File: src/rtl/fp_normalize_round.sv
`default_nettype none
// +--------------------------------------------------------------------------+
// | Module   : fp_normalize_round                                            |
// | Brief    : normalizes a raw floating-point sum and packs it as IEEE-754  |
// |            single precision; FP_NORM_ROUND_EN selects round-to-nearest-  |
// |            even, otherwise the result is truncated.                      |
// | Revision : 1.0                                                           |
// +--------------------------------------------------------------------------+
module fp_normalize_round (
  input  logic        control,
  input  logic        reset,
  input  logic        in_valid,
  output logic        in_ready,
  input  logic        in_sign,
  input  logic [7:0]  in_exp,
  input  logic [26:0] in_mant,
  output logic [31:0] out,
  output logic        exception,
  output logic        out_valid,
  input  logic        out_ready
);

  typedef enum logic [1:0] {
    S_IDLE  = 2'd0,
    S_SHIFT = 2'd1,
    S_ROUND = 2'd2,
    S_DONE  = 2'd3
  } state_t;

  state_t      r_state;
  logic        r_sign;
  logic [8:0]  r_exp;
  logic [26:0] r_mant;

  logic        w_inc;
  logic [24:0] w_sum;
  logic [8:0]  w_exp_r;
  logic [22:0] w_frac;
  logic        w_ovf;
  logic [31:0] w_result;
  logic        w_unused;

  // r_mant layout: [26] carry, [25] hidden, [24:2] fraction, [1] guard, [0] sticky
  always_comb begin
    w_inc = 1'b0;
`ifdef FP_NORM_ROUND_EN
    w_inc = r_mant[1] & (r_mant[0] | r_mant[2]);
`endif
    w_sum    = {1'b0, r_mant[25:2]} + {24'd0, w_inc};
    w_exp_r  = r_exp + {8'd0, w_sum[24]};
    w_frac   = w_sum[24] ? 23'd0 : w_sum[22:0];
    w_ovf    = (w_exp_r >= 9'd255);
    w_result = w_ovf ? {r_sign, 8'hFF, 23'd0} : {r_sign, w_exp_r[7:0], w_frac};
  end

  // hidden bit of the rounded significand is implicit in the packed format
  assign w_unused = w_sum[23];

  always_ff @(posedge control or posedge reset) begin
    if (reset) begin
      r_state   <= S_IDLE;
      r_sign    <= 1'b0;
      r_exp     <= 9'd0;
      r_mant    <= 27'd0;
      out       <= 32'd0;
      exception <= 1'b0;
      out_valid <= 1'b0;
      in_ready  <= 1'b1;
    end else begin
      case (r_state)
        S_IDLE: begin
          if (in_valid) begin
            r_sign   <= in_sign;
            r_exp    <= {1'b0, in_exp};
            r_mant   <= in_mant;
            in_ready <= 1'b0;
            r_state  <= S_SHIFT;
          end
        end
        S_SHIFT: begin
          if (r_mant[26]) begin
            r_mant  <= {1'b0, r_mant[26:2], r_mant[1] | r_mant[0]};
            r_exp   <= r_exp + 9'd1;
            r_state <= S_ROUND;
          end else if (r_mant == 27'd0) begin
            out       <= {r_sign, 31'd0};
            exception <= 1'b0;
            out_valid <= 1'b1;
            r_state   <= S_DONE;
          end else if (r_mant[25]) begin
            r_state <= S_ROUND;
          end else if (r_exp == 9'd0) begin
            // denormal results are flushed to a signed zero
            out       <= {r_sign, 31'd0};
            exception <= 1'b0;
            out_valid <= 1'b1;
            r_state   <= S_DONE;
          end else begin
            r_mant <= {r_mant[25:0], 1'b0};
            r_exp  <= r_exp - 9'd1;
          end
        end
        S_ROUND: begin
          out       <= w_result;
          exception <= w_ovf;
          out_valid <= 1'b1;
          r_state   <= S_DONE;
        end
        S_DONE: begin
          if (out_ready) begin
            out_valid <= 1'b0;
            in_ready  <= 1'b1;
            r_state   <= S_IDLE;
          end
        end
        default: begin
          out_valid <= 1'b0;
          in_ready  <= 1'b1;
          r_state   <= S_IDLE;
        end
      endcase
    end
  end

endmodule
`default_nettype wire
File: config.mk
export PLATFORM = sky130hd
export DESIGN_NAME = fp_normalize_round
export DESIGN_NICKNAME = d
export VERILOG_FILES = /design/src/rtl/fp_normalize_round.sv
export SDC_FILE = /design/constraint.sdc
export NUM_CORES = 1
export LEC_CHECK = 0
export CAP_MARGIN = 20
export CORE_MARGIN = 5
export CORE_UTILIZATION = 45
export CTS_CLUSTER_SIZE = 20
export DETAILED_ROUTE_END_ITERATION = 12
export PLACE_DENSITY = 0.71
export SLEW_MARGIN = 20
export SYNTH_ARGS = -nofsm -noshare
export SYNTH_HDL_FRONTEND = slang
export SYNTH_SLANG_ARGS = --single-unit
File: constraint.sdc
create_clock -name control -period 3.89 [get_ports control]
set_input_delay 0.778 -clock control [delete_from_list [all_inputs] [get_ports control]]
set_output_delay 0.778 -clock control [all_outputs]
set_load 0.1 [all_outputs]
==> metrics.cfg <==
[run_status]
status = complete, no violations

[cells_and_area]
final_cell_mix = a21oi_1, nor2_1, clkdlybuf4s50_1, dfrtp_1, nand2_1
fillCellCount = 773
layout-drive-gt1-share_pct = 9.50
area_growth_pct = 24.8
multi_input_area_sq_um = 1920
regArea_sq_um = 1850
layout_commonest_cell = a21oi_1
fin_nets = 552
antenna_cells = 0

[hold_path]
hold_path.class = register to register

[critical_path]
max_stage_delay_ns = 1.13
cp_max_fo = 3
critPathSlowestCell = clkdlybuf4s50_1
cp.arrival_ns = 2.03
crit_path_start_kind = register
path_cells = clkdlybuf4s50_1
required_ns = 3.11
critical-path-top-delay-family = buffers and inverters
end_kind = primary output
path_buf_inv = 1
crit_type = register to primary output

[die]
ioPinCount = 75
fp.coreArea_sq_um = 8680
die_h_microns = 104
initial_core_util_pct = 45.9
rows = 34
fp.dieArea_sq_um = 10800
die_w_microns = 104

[sta]
fin_worst_skew_ns = 0.0103
finalSetupViolations = 0
clock.fmax_ghz = 0.356
slew_headroom_pct = 33.6
period_needed_ns = 2.81
rsz0062_at_grt = no
worst_slew_pin_slew_ns = 0.994
period_share_pct = 72.2
setup_tns_ns = 0
maxSlewViolCount = 0
final_hold_viol_count = 0

[synth]
synth-seq-area-share_pct = 46.5
synth_top_family_by_area = compound AO/OA/AOI/OAI gates
synth_ff_type = dfrtp_1
synth_edf_count = 0
synth_fa_ha_area_share_pct = 3.95
syn_avg_cell_area_sq_um = 9.19
netlist_instances = 434
yosys.area_share.simple_pct = 15.3
ys_ff_latch = 74
yosysTopAreaCellShare_pct = 45.8
synth_area_leaders = dfrtp_1, a21oi_1, nor2_1
synthMuxAreaShare_pct = 3.64
synth_compound_area_share_pct = 23.6
synth_warnings = 0
synth_area_leader_cell = dfrtp_1
netlist_area_sq_um = 3990
synth_fp_nets = 486
async_flop_share_pct = 100
ys_types = 47
synth-xor-area-share_pct = 1.54

[grt]
grt_usage_pct = 18.5
grt_first_pass_wirelength_mm = 16.7
grt_max_degree = 48
grt-ovfl-total = 0
antenna_found_initial = 0
grt_pass1_vias = 3423

[drt]
drt-met1-wl_mm = 4.42
wl_mm = 9.82
dr.pass1.iters = 4
route.met2.wl_mm = 4.83
routed.top_layer = met4
avgRoutedWirePerCell_microns = 16.0
first_iter_violations = 174
viasPerCell = 5.56
via_count = 3407
met3_length_microns = 367
post-route-drc-count = 0
ant_nets = 0

[clock_tree]
cts.hold.buffers_added = 0
cts_setup_buffers = 0
tritoncts = yes
clkSinkCount = 74
ctsResizeCount = 0
clockBufferDepth = 2
numCtsBuffers = 9
h-tree-depth = 3
cts_root_buf = clkbuf_8
clk_latency_ns = 0.35
clk_pin_slew_ns = 0.08

[placed_design]
gp_congestion = 0.811
place_hpwl_mm = 6.95
port_buffers = 74

[job]
drv_cap = 0

synthesized netlist by cell type (4+ instances only):
| library cell | number |
|---|---|
| a21oi_2 | 10 |
| mux2_2 | 4 |
| nand2_1 | 35 |
| buf_2 | 5 |
| o211ai_1 | 4 |
| o21ai_0 | 7 |
| mux2i_1 | 10 |
| xnor2_1 | 7 |
| dfrtp_1 | 73 |
| a22o_1 | 22 |
| o2bb2ai_1 | 7 |
| nor4_1 | 6 |
| buf_4 | 5 |
| nand3_1 | 8 |
| buf_6 | 5 |
| clkbuf_1 | 10 |
| nor3_1 | 5 |
| a21oi_1 | 76 |
| inv_1 | 14 |
| nor2_1 | 74 |
| ha_1 | 11 |
state kept, by name (all words and copies together) (netlist names):
| name | cells |
|---|---|
| exception | 1 |
| in_ready | 1 |
| r_state | 2 |
| r_mant | 27 |
| out | 32 |
| r_sign | 1 |
| out_valid | 1 |
| r_exp | 9 |
area by class of cell:
type / instances / share of cell area, %
Sequential cell: 74 / 37.2
Timing Repair Buffer: 83 / 16.2
Tap cell: 108 / 2.71
Clock buffer: 10 / 2.77
Inverter: 14 / 1.08
Multi-Input combinational cell: 318 / 38.6
Clock inverter: 6 / 1.33
path summary, 6_finish.rpt:
check                                from        end  slack (ns)  depth (start not counted)
worst max-delay path             in_ready   in_ready        1.08                          1
worst min-delay path              out[26]    out[26]        0.50                          1
worst max register to register  r_mant[8]    out[15]        1.25                          7
worst min register to register    out[26]    out[26]        0.50                          1
max in group asynchronous           reset  r_mant[4]        2.30                          3
min in group asynchronous           reset    out[15]        0.88                          2
routing by layer:
| metal | vias to the layer above | global-route usage, % |
|---|---|---|
| li1 | 1680 | - |
| met1 | 1637 | 23.9 |
| met2 | 73 | 30.6 |
| met3 | 17 | 3.66 |
| met4 | 0 | 7.49 |
| met5 | - | 0 |
logic make-up (layout without fill, tap and decap cells):
family                     Yosys count  count (layout)
AOI/OAI and AO/OA                  144             144
xor gates and xnor gates             7               7
adders and majority gates           12              12
buffers and inverters               42             113
DFF                                 74              74
muxes                               14              14
and+or+nand+nor                    141             141
through the flow:
stage / util (%) / cell area (sq um) / instances / setup slack (ns) / hold WS (ns)
CTS: 57.3 / 4980 / 613 / 1.07 / 0.506
detailed placement: 55.0 / 4770 / 597 / 1.01 / 0.482
global route: 57.4 / 4980 / 613 / 1.04 / 0.516
floorplan: - / 3990 / 434 / 1.23 / 0.475
global placement: 55.0 / 4770 / 597 / 1.07 / 0.477
finish: 57.4 / 4980 / 613 / 1.08 / 0.500
Power is not shown: default switching activity piles up to over one toggle a cycle in this logic, so the estimate is an artifact.
